`config.mk`:
```
export PLATFORM = sky130hd
export DESIGN_NAME = load_store_unit_flat
export DESIGN_NICKNAME = d
export VERILOG_FILES = /design/src/rtl/load_store_unit_pkg.sv /design/src/rtl/load_store_unit_if.sv /design/src/rtl/load_store_unit_load_format.sv /design/src/rtl/load_store_unit.sv /design/src/flat_wrapper.sv
export SDC_FILE = /design/constraint.sdc
export NUM_CORES = 1
export LEC_CHECK = 0
export ABC_AREA = 1
export CAP_MARGIN = 30
export CORE_MARGIN = 2
export CORE_UTILIZATION = 45
export CTS_BUF_LIST = sky130_fd_sc_hd__clkbuf_4 sky130_fd_sc_hd__clkbuf_8
export CTS_CLUSTER_SIZE = 10
export DETAILED_ROUTE_END_ITERATION = 16
export PLACE_DENSITY = 0.83
export SYNTH_ARGS = -nofsm -noshare
export SYNTH_HDL_FRONTEND = slang
export SYNTH_SLANG_ARGS = --single-unit
```
`constraint.sdc`:
```
create_clock -name clock -period 1.55 [get_ports clock]
set_input_delay 0.31 -clock clock [delete_from_list [all_inputs] [get_ports clock]]
set_output_delay 0.31 -clock clock [all_outputs]
set_load 0.05 [all_outputs]
```
`src/rtl/load_store_unit_pkg.sv`:
```
// Shared types, constants and request helpers for the load/store unit.
package lsu_pkg;

   localparam int LSU_XLEN   = 32;
   localparam int LSU_ADDR_W = 32;

   typedef enum logic [2:0] {
      IDLE = 3'd0,
      REQ  = 3'd1,
      WAIT = 3'd2,
      DONE = 3'd3,
      WB   = 3'd4
   } state_t;

   localparam logic [2:0] F3_B  = 3'b000;
   localparam logic [2:0] F3_H  = 3'b001;
   localparam logic [2:0] F3_W  = 3'b010;
   localparam logic [2:0] F3_BU = 3'b100;
   localparam logic [2:0] F3_HU = 3'b101;

   // Legal width code for the access type and naturally aligned for that width.
   function automatic logic req_ok(input logic st, input logic [2:0] f3, input logic [1:0] off);
      logic ok;
      case (f3)
         F3_B:    ok = 1'b1;
         F3_H:    ok = ~off[0];
         F3_W:    ok = (off == 2'b00);
         F3_BU:   ok = ~st;
         F3_HU:   ok = ~st & ~off[0];
         default: ok = 1'b0;
      endcase
      return ok;
   endfunction

   // Byte enables for a store of the given width at byte offset off.
   function automatic logic [3:0] store_mask(input logic [2:0] f3, input logic [1:0] off);
      logic [3:0] m;
      case (f3)
         F3_B:    m = 4'b0001 << off;
         F3_H:    m = 4'b0011 << off;
         default: m = 4'b1111;
      endcase
      return m;
   endfunction

   // Store data replicated across lanes so the mask alone selects the target bytes.
   function automatic logic [LSU_XLEN-1:0] store_lanes(input logic [2:0] f3, input logic [LSU_XLEN-1:0] sd);
      logic [LSU_XLEN-1:0] d;
      case (f3)
         F3_B:    d = {4{sd[7:0]}};
         F3_H:    d = {2{sd[15:0]}};
         default: d = sd;
      endcase
      return d;
   endfunction

endpackage

```
`src/rtl/load_store_unit_if.sv`:
```
// Data-memory request/response bus between the load/store unit and memory.
interface load_store_unit_if;
   import lsu_pkg::*;

   logic                  mem_valid;
   logic                  mem_ready;
   logic                  mem_we;
   logic [LSU_ADDR_W-1:0] mem_addr;
   logic [LSU_XLEN-1:0]   mem_wdata;
   logic [3:0]            mem_wmask;
   logic                  mem_rvalid;
   logic [LSU_XLEN-1:0]   mem_rdata;

   modport master (
      output mem_valid, mem_we, mem_addr, mem_wdata, mem_wmask,
      input  mem_ready, mem_rvalid, mem_rdata
   );

   modport slave (
      input  mem_valid, mem_we, mem_addr, mem_wdata, mem_wmask,
      output mem_ready, mem_rvalid, mem_rdata
   );

endinterface

```
`src/rtl/load_store_unit_load_format.sv`:
```
// Extracts the addressed byte/half from a read word and extends it to full width.
module lsu_load_format
   import lsu_pkg::*;
(
   input  logic [LSU_XLEN-1:0] rdata,
   input  logic [1:0]          off,
   input  logic [2:0]          funct3,
   output logic [LSU_XLEN-1:0] result
);

   logic [7:0]  byte_sel;
   logic [15:0] half_sel;

   // Lane select followed by sign or zero extension.
   always_comb begin
      case (off)
         2'd0:    byte_sel = rdata[7:0];
         2'd1:    byte_sel = rdata[15:8];
         2'd2:    byte_sel = rdata[23:16];
         default: byte_sel = rdata[31:24];
      endcase
      half_sel = off[1] ? rdata[31:16] : rdata[15:0];
      case (funct3)
         F3_B:    result = {{24{byte_sel[7]}}, byte_sel};
         F3_H:    result = {{16{half_sel[15]}}, half_sel};
         F3_BU:   result = {24'd0, byte_sel};
         F3_HU:   result = {16'd0, half_sel};
         default: result = rdata;
      endcase
   end

endmodule

```
`src/rtl/load_store_unit.sv`:
```
// Load/store unit: one outstanding data-memory request, load formatting and
// register-file write-back, stalling the core until memory has answered.
//
//   state | meaning
//   IDLE  | no request in flight; checks lsu_req for legality/alignment
//   REQ   | mem_valid high, request fields held until mem_ready
//   WAIT  | load accepted, waiting for mem_rvalid
//   DONE  | store retired (stall low)
//   WB    | load retired, register-file write when rd != 0
module load_store_unit
   import lsu_pkg::*;
#(
   parameter int XLEN   = LSU_XLEN,
   parameter int ADDR_W = LSU_ADDR_W
) (
   input  logic              clock,
   input  logic              reset,
   input  logic              lsu_req,
   input  logic              is_store,
   input  logic [2:0]        funct3,
   input  logic [ADDR_W-1:0] addr,
   input  logic [XLEN-1:0]   store_data,
   input  logic [4:0]        rd,
   load_store_unit_if.master mem,
   output logic [4:0]        waddr,
   output logic [XLEN-1:0]   wdata,
   output logic              reg_wr,
   output logic              stall,
   output logic              lsu_err
);

   state_t          state;
   state_t          state_nx;
   logic            ok;
   logic            accept_req;
   logic            capture;
   logic [1:0]      off_q;
   logic [2:0]      f3_q;
   logic [4:0]      rd_q;
   logic            st_q;
   logic [XLEN-1:0] load_fmt;

   assign ok         = req_ok(is_store, funct3, addr[1:0]);
   assign accept_req = (state == IDLE) && lsu_req && ok;

   lsu_load_format u_fmt (
      .rdata  (mem.mem_rdata),
      .off    (off_q),
      .funct3 (f3_q),
      .result (load_fmt)
   );

   // Next-state, stall and write-enable decode.
   always_comb begin
      state_nx = state;
      stall    = 1'b0;
      reg_wr   = 1'b0;
      capture  = 1'b0;
      case (state)
         IDLE: begin
            if (accept_req) begin
               state_nx = REQ;
               stall    = 1'b1;
            end
         end
         REQ: begin
            stall = 1'b1;
            if (mem.mem_ready) begin
               if (st_q) begin
                  state_nx = DONE;
               end else if (mem.mem_rvalid) begin
                  state_nx = WB;
                  capture  = 1'b1;
               end else begin
                  state_nx = WAIT;
               end
            end
         end
         WAIT: begin
            stall = 1'b1;
            if (mem.mem_rvalid) begin
               state_nx = WB;
               capture  = 1'b1;
            end
         end
         DONE: state_nx = IDLE;
         WB: begin
            state_nx = IDLE;
            reg_wr   = (rd_q != 5'd0);
         end
         default: state_nx = IDLE;
      endcase
   end

   // State, captured instruction fields, registered bus request and write-back data.
   always_ff @(posedge clock) begin
      if (reset) begin
         state         <= IDLE;
         off_q         <= '0;
         f3_q          <= '0;
         rd_q          <= '0;
         st_q          <= 1'b0;
         mem.mem_valid <= 1'b0;
         mem.mem_we    <= 1'b0;
         mem.mem_addr  <= '0;
         mem.mem_wdata <= '0;
         mem.mem_wmask <= '0;
         waddr         <= '0;
         wdata         <= '0;
         lsu_err       <= 1'b0;
      end else begin
         state   <= state_nx;
         lsu_err <= (state == IDLE) && lsu_req && !ok;
         if (accept_req) begin
            off_q         <= addr[1:0];
            f3_q          <= funct3;
            rd_q          <= rd;
            st_q          <= is_store;
            mem.mem_valid <= 1'b1;
            mem.mem_we    <= is_store;
            mem.mem_addr  <= {addr[ADDR_W-1:2], 2'b00};
            mem.mem_wdata <= is_store ? store_lanes(funct3, store_data) : '0;
            mem.mem_wmask <= is_store ? store_mask(funct3, addr[1:0]) : 4'b0000;
         end else if ((state == REQ) && mem.mem_ready) begin
            mem.mem_valid <= 1'b0;
         end
         if (capture) begin
            waddr <= rd_q;
            wdata <= load_fmt;
         end
      end
   end

endmodule

```
`src/flat_wrapper.sv`:
```
// flat-port wrapper written by rule: the top's interface ports become plain ports
module load_store_unit_flat import lsu_pkg::*;
#(
   parameter int XLEN   = LSU_XLEN,
   parameter int ADDR_W = LSU_ADDR_W
)
  (clock, reset, lsu_req, is_store, funct3, addr, store_data, rd, waddr, wdata, reg_wr, stall, lsu_err, mem_mem_valid, mem_mem_we, mem_mem_addr, mem_mem_wdata, mem_mem_wmask, mem_mem_ready, mem_mem_rvalid, mem_mem_rdata);
  load_store_unit_if mem_i ();
  input  logic clock;
  input  logic reset;
  input  logic lsu_req;
  input  logic is_store;
  input  logic [2:0] funct3;
  input  logic [ADDR_W-1:0] addr;
  input  logic [XLEN-1:0] store_data;
  input  logic [4:0] rd;
  output logic [4:0] waddr;
  output logic [XLEN-1:0] wdata;
  output logic reg_wr;
  output logic stall;
  output logic lsu_err;
  output wire logic [$bits(mem_i.mem_valid)-1:0] mem_mem_valid;
  output wire logic [$bits(mem_i.mem_we)-1:0] mem_mem_we;
  output wire logic [$bits(mem_i.mem_addr)-1:0] mem_mem_addr;
  output wire logic [$bits(mem_i.mem_wdata)-1:0] mem_mem_wdata;
  output wire logic [$bits(mem_i.mem_wmask)-1:0] mem_mem_wmask;
  input wire logic [$bits(mem_i.mem_ready)-1:0] mem_mem_ready;
  input wire logic [$bits(mem_i.mem_rvalid)-1:0] mem_mem_rvalid;
  input wire logic [$bits(mem_i.mem_rdata)-1:0] mem_mem_rdata;
  assign mem_mem_valid = mem_i.mem_valid;
  assign mem_mem_we = mem_i.mem_we;
  assign mem_mem_addr = mem_i.mem_addr;
  assign mem_mem_wdata = mem_i.mem_wdata;
  assign mem_mem_wmask = mem_i.mem_wmask;
  assign mem_i.mem_ready = mem_mem_ready;
  assign mem_i.mem_rvalid = mem_mem_rvalid;
  assign mem_i.mem_rdata = mem_mem_rdata;
  load_store_unit #(.XLEN(XLEN), .ADDR_W(ADDR_W)) u_core (.clock(clock), .reset(reset), .lsu_req(lsu_req), .is_store(is_store), .funct3(funct3), .addr(addr), .store_data(store_data), .rd(rd), .mem(mem_i), .waddr(waddr), .wdata(wdata), .reg_wr(reg_wr), .stall(stall), .lsu_err(lsu_err));
endmodule
```
=== After elaboration in Yosys (flattened, before gate mapping) ===
Cells that the tools add are included.

* Magnitude comparators: 0
* Shifts and indexed selects: 2
* Divide/modulo/power cells: 0
* $mul: 0
* Reduce and logical (&&, ||, !) cells: 14
* Add/subtract/negate cells: 0
* Muxes and demuxes: 23
* Equal/unequal tests: 15
* Bitwise gates (word level): 3

{| class="wikitable"
|+ Operators with widths
! operator !! number
|-
| 32-bit one-hot mux with 4 select lines || 1
|-
| 32-bit one-hot mux with 2 select lines || 1
|-
| 32-bit 2-to-1 mux || 1
|-
| 8-bit one-hot mux with 3 select lines || 1
|-
| 16-bit 2-to-1 mux || 1
|-
| 3-bit equality test (second input constant) || 5
|-
| 3-bit 2-to-1 mux || 5
|-
| 3-bit by 1-bit equality test with 1-bit output (second input constant) || 3
|-
| 3-bit zero test || 3
|-
| 3-bit one-hot mux with 3 select lines || 1
|-
| 4-bit one-hot mux with 2 select lines || 1
|-
| 1-bit 2-to-1 mux || 7
|-
| 3-bit by 2-bit equality test with 1-bit output (second input constant) || 2
|-
| 1-bit one-hot mux with 5 select lines || 1
|-
| 5-bit nonzero test || 1
|-
| 1-bit logical AND || 4
|-
| 2-bit zero test || 2
|-
| 4-bit 2-to-1 mux || 1
|-
| 2-bit != test (second input constant) || 2
|-
| 1-bit one-hot mux with 2 select lines || 2
|-
| 1-bit by 2-bit left shift with 4-bit output (first input constant) || 1
|-
| 2-bit by 2-bit left shift with 4-bit output (first input constant) || 1
|-
| 3-bit AND reduction || 1
|-
| 2-bit by 1-bit equality test with 1-bit output (second input constant) || 1
|-
| other kinds (7) || 8
|}

* Memory bits (writable): 0
* Logic and storage cells: 69
* Latch bits: 0
* ROM bits: 0
* Output and inout bits: 110
* Flip-flop bits (word level): 119
* Memories kept: 0
* Input port bits: 110

=== Longest topological paths before layout ===
* Depth in word-level cells: 6
* Gate-level depth with buffers: 10

=== Hierarchy ===
A second synthesis with hierarchy kept.

* Cell total of the unflattened synthesis: 813
* Area total of the unflattened synthesis: 5,621.6 um2

{| class="wikitable"
|+ Modules (own cells, without submodules)
! module !! area each (um2) !! seq. area each (um2) !! instances !! cells an instance
|-
| load_store_unit || 4,763.3 || 2,382.3 || 1 || 650
|-
| lsu_load_format || 858.3 || 0.0 || 1 || 163
|}

=== Worst setup path before layout ===
Ideal clock, no wire load.

* Path type: input-to-output
* From: in funct3[0]
* To: out stall
* Path buffers: 3
* Stages on the path: 8
* Slack: -280 ps
* Arrival time: 1,520 ps
* Path through: buf_4 nand2_1 nand2_1 nor2_4 nand3_4 buf_6 buf_6 nand3b_1

* Word-level cells in the longest chain between the ends: 5
* Elaborated cells between the ends (all ways): 9
* Those cells by class: eq/ne: 4; mux: 3; reduce/logical: 2

{| class="wikitable"
|+ RTL lines
! element !! line !! RTL
|-
| from (decl) || flat_wrapper.sv:13 || <nowiki>input logic [2:0] funct3;</nowiki>
|-
| 3-bit equality test (tied with other cells) || load_store_unit_pkg.sv:24 || <nowiki>case (f3)</nowiki>
|-
| 1-bit one-hot mux with 5 select lines (*) || load_store_unit_pkg.sv:24 ||
|-
| 1-bit logical AND (*) || load_store_unit.sv:44 || <nowiki>assign accept_req = (state == IDLE) && lsu_req && ok;</nowiki>
|-
| 1-bit 2-to-1 mux (*) || load_store_unit.sv:61 || <nowiki>if (accept_req) begin</nowiki>
|-
| 1-bit one-hot mux with 2 select lines (*) || load_store_unit.sv:59 || <nowiki>case (state)</nowiki>
|-
| to (decl) || flat_wrapper.sv:20 || <nowiki>output logic stall;</nowiki>
|}

Every way passes the cells marked *; elsewhere a longest branch is shown, timed or not.

=== Final worst setup path ===
* From: reg u_core.state[0]
* To: out stall

* Word-level cells in the longest chain between the ends: 5
* Elaborated cells between the ends (all ways): 8
* Those cells by class: eq/ne: 2; mux: 2; reduce/logical: 4

{| class="wikitable"
|+ RTL lines
! element !! line !! RTL
|-
| from (decl) || load_store_unit.sv:32 || <nowiki>state_t state;</nowiki>
|-
| from (signal assigned) || load_store_unit.sv:112 || <nowiki>state <= state_nx;</nowiki>
|-
| 3-bit zero test || load_store_unit.sv:44, load_store_unit.sv:59 ||
|-
| 1-bit logical AND (2 in series) || load_store_unit.sv:44 ||
|-
| 1-bit 2-to-1 mux || load_store_unit.sv:61 ||
|-
| 1-bit one-hot mux with 2 select lines (*) || load_store_unit.sv:59 ||
|}

Marked as above.

==> results.py <==
metrics = {
    "outcome": {
        "status": "complete, but fails checks",
        "violations": "negative setup slack",
    },
    "flow_run": {
        "drv_cap": 0,
    },
    "place": {
        "hpwl_um": 12550,
        "gp_congestion": 0.8483,
        "portBuffers": 217,
        "place_area_mm2": 0.008310,
    },
    "synth": {
        "ys_ff_latch": 119,
        "synthFlopType": "dfxtp_1",
        "synth_compound_area_share_pct": 17.17,
        "synth_area_per_cell_um2": 6.845,
        "synthCells": 794,
        "async_flop_share_pct": 0,
        "synth_commonest_cells": "189 x nand2_1, 172 x nor2_1, 119 x dfxtp_1",
        "yosysTopAreaCellShare_pct": 43.83,
        "syn-cell-area_mm2": 0.005435,
        "yosysTopAreaCell": "dfxtp_1",
        "yosys.area_share.xor_xnor_pct": 0,
        "yosys_warnings": 0,
        "post-synth-top-count-cell": "nand2_1",
        "synth_edf_count": 0,
        "synthMuxAreaShare_pct": 0,
        "synth_fa_ha_area_share_pct": 0,
        "synth_area_leaders": "dfxtp_1 44%, nand2_1 13%, nor2_1 12%, o21ai_0 7.7%, a21oi_1 4.7%",
        "synth_cell_types": 32,
        "ys_seq_area_share_pct": 43.83,
        "synthSimpleGateAreaFrac_pct": 30.41,
        "synth_top_family_by_area": "simple AND/OR/NAND/NOR gates",
    },
    "clock_network": {
        "cts_max_level": 4,
        "cts.sinks": 119,
        "clock_path_buffers": 2,
        "cts-hold-fix-buffers": 0,
        "clk_pin_slew_ns": 0.07,
        "cts_tree": "built",
        "cts-buffers-inserted": 17,
        "insertion_delay_ns": 0.44,
        "cts_root_buffer": "clkbuf_8",
    },
    "detailed_routing": {
        "vias": 6341,
        "viasPerCell": 5.228,
        "drc": 0,
        "drtIter0Drc": 653,
        "wl_per_cell_um": 16.06,
        "ant_nets": 0,
        "wl_um": 19480,
        "firstDrtPassIters": 5,
    },
    "setup_path": {
        "end_kind": "primary output",
        "cp-start-kind": "flop",
        "worstPathRequired_ns": 1.24,
        "path_max_fanout": 5,
        "arrival_ns": 1.52,
        "path_class": "flop to primary output",
    },
    "power_and_ir_drop": {
        "totalPowerFinal_w": 0.01287,
        "peakVddDrop_uv": 919.0,
        "p_leak_nw": 3.985,
        "power_density_mw_per_mm2": 1372,
    },
    "global_route": {
        "grt_overflow_total": 0,
        "grt_max_degree": 47,
        "track_usage_pct": 26.66,
        "antenna_found_initial": 0,
        "grt_pass1_wl_um": 27610,
        "grt_pass1_vias": 5736,
    },
    "sta": {
        "tightest_slew_ns": 0.5223,
        "fin_setup_tns_ns": -5.198,
        "rsz0062_at_grt": "yes",
        "finalCriticalPeriod_ns": 1.834,
        "period_share_pct": 118.3,
        "fin_ws_ns": -0.2836,
        "clock_skew_ns": 0.01175,
        "final-setup-viol-count": 68,
        "hold_viol_final": 0,
        "max_freq_ghz": 0.5454,
        "slew_headroom_pct": 65.18,
        "slew_viol_final": 0,
    },
    "layout": {
        "syn2layout_area_growth_pct": 72.67,
        "nNetsFinal": 1163,
        "multi_input_area_mm2": 0.002829,
        "seq_area_mm2": 0.002387,
        "antenna_cells": 0,
        "drive_gt1_share_pct": 28.89,
        "fin_area_mm2": 0.009385,
        "nFillCells": 805,
        "post-route-util_pct": 78.79,
    },
    "floorplanning": {
        "std_cell_rows": 40,
        "dieArea_mm2": 0.01297,
        "fp.coreArea_mm2": 0.01191,
        "die_x_um": 113.9,
        "io_pins": 220,
        "die-height_um": 113.9,
        "start_util_pct": 45.63,
    },
    "worst_hold_path": {
        "min_path_type": "input pin to flop",
    },
}
-- power breakdown --
part           total, W  internal [W]  switching (W)
registers       0.00392       0.00355       0.000372
clock network   0.00329       0.00199        0.00130
logic           0.00566       0.00233        0.00333
-- cell families (layout without fill, tap and decap cells) --
kind of cell           Yosys count  count (layout)
AO/OA/AOI/OAI                  176             176
buffers and inverters           91             362
other                            1               2
flip-flops                     119             119
AND/OR/NAND/NOR                407             407
-- final cells by class --
type	instances	area share [%]
clock buffer	20	2.800
clock inverter	12	2.133
inverter	40	1.920
multi-input combinational	585	30.14
sequential	119	25.44
tap	147	1.960
timing repair buffer	290	35.61
-- final timing paths --
check / start / endpoint / slack, ns / depth (start not counted)
worst max register to register: u_core.state[0]$_SDFFE_PP0P_ / u_core.mem.mem_addr[2]$_SDFFE_PP0P_ / -0.13 / 10
worst min register to register: u_core.mem.mem_wdata[29]$_SDFFE_PP0P_ / u_core.mem.mem_wdata[29]$_SDFFE_PP0P_ / 0.47 / 2
worst max-delay path: u_core.state[0]$_SDFFE_PP0P_ / stall / -0.28 / 6
worst min-delay path: funct3[2] / u_core.f3_q[2]$_SDFFE_PP0P_ / 0.34 / 4
-- registers in the layout, indices dropped and copies added, names as in the netlist --
name,cells
u_core.rd_q,5
u_core.mem.mem_valid,1
u_core.state,3
u_core.mem.mem_wmask,4
u_core.wdata,32
u_core.mem.mem_addr,30
u_core.st_q,1
u_core.f3_q,3
u_core.off_q,2
u_core.lsu_err,1
u_core.waddr,5
u_core.mem.mem_wdata,32
-- placed cells by master, fill, tap and decap left out, types with 4 or more instances in the layout --
cell type        instances
inv_1                   34
or2_2                   18
o21ai_2                 23
o211ai_1                 5
dlymetal6s2s_1           4
buf_6                    7
nor2_1                 164
o21ai_0                 63
clkbuf_16                7
bufinv_16                5
buf_4                  108
clkbuf_8                18
a21boi_0                 4
clkinvlp_4               4
dfxtp_1                117
nand2_1                181
nand3_1                 13
a21oi_1                 36
buf_12                  55
nand2_2                  8
a21oi_2                 16
o21ai_1                 21
nor2_4                   4
clkdlybuf4s50_1        105
nor2_2                   9
-- what timing repair did --
action / in CTS / in global routing
pin swaps: 4 / 7
setup endpoints to repair: 39 / 83
buffers inserted: 2 / 6
gates cloned: 1 / 9
resized for setup: 10 / 104
-- per-layer routing --
layer | track usage [%] | vias up | wire [um]
met4 | 10.98 | 0 | 731
met3 | 6.164 | 66 | 1433
met5 | 0 | - | 0
met1 | 34.11 | 2903 | 7904
li1 | - | 3055 | -
met2 | 43.55 | 317 | 9405
-- stage by stage --
| stage | std cells | hold WS (ns) | setup slack (ns) |
|---|---|---|---|
| 3_3_place_gp | 1163 | 0.4530 | -0.3674 |
| 5_1_grt | 1213 | 0.3661 | -0.3212 |
| 3_5_place_dp | 1163 | 0.4595 | -0.4016 |
| 2_1_floorplan | 795 | 0.4496 | -0.2094 |
| 6_report | 1213 | 0.3442 | -0.2836 |
| 4_1_cts | 1198 | 0.4569 | -0.2891 |
-- worst max-delay path: stages, from the launching register on --
cell and delay, ns:
dfxtp_4 0.37, nor2_4 0.11, nand2_4 0.08, nor2_4 0.13, nand3_4 0.10, nand3b_1 0.14, buf_12 0.15
Note: power is estimated with default switching activity, not from simulation.
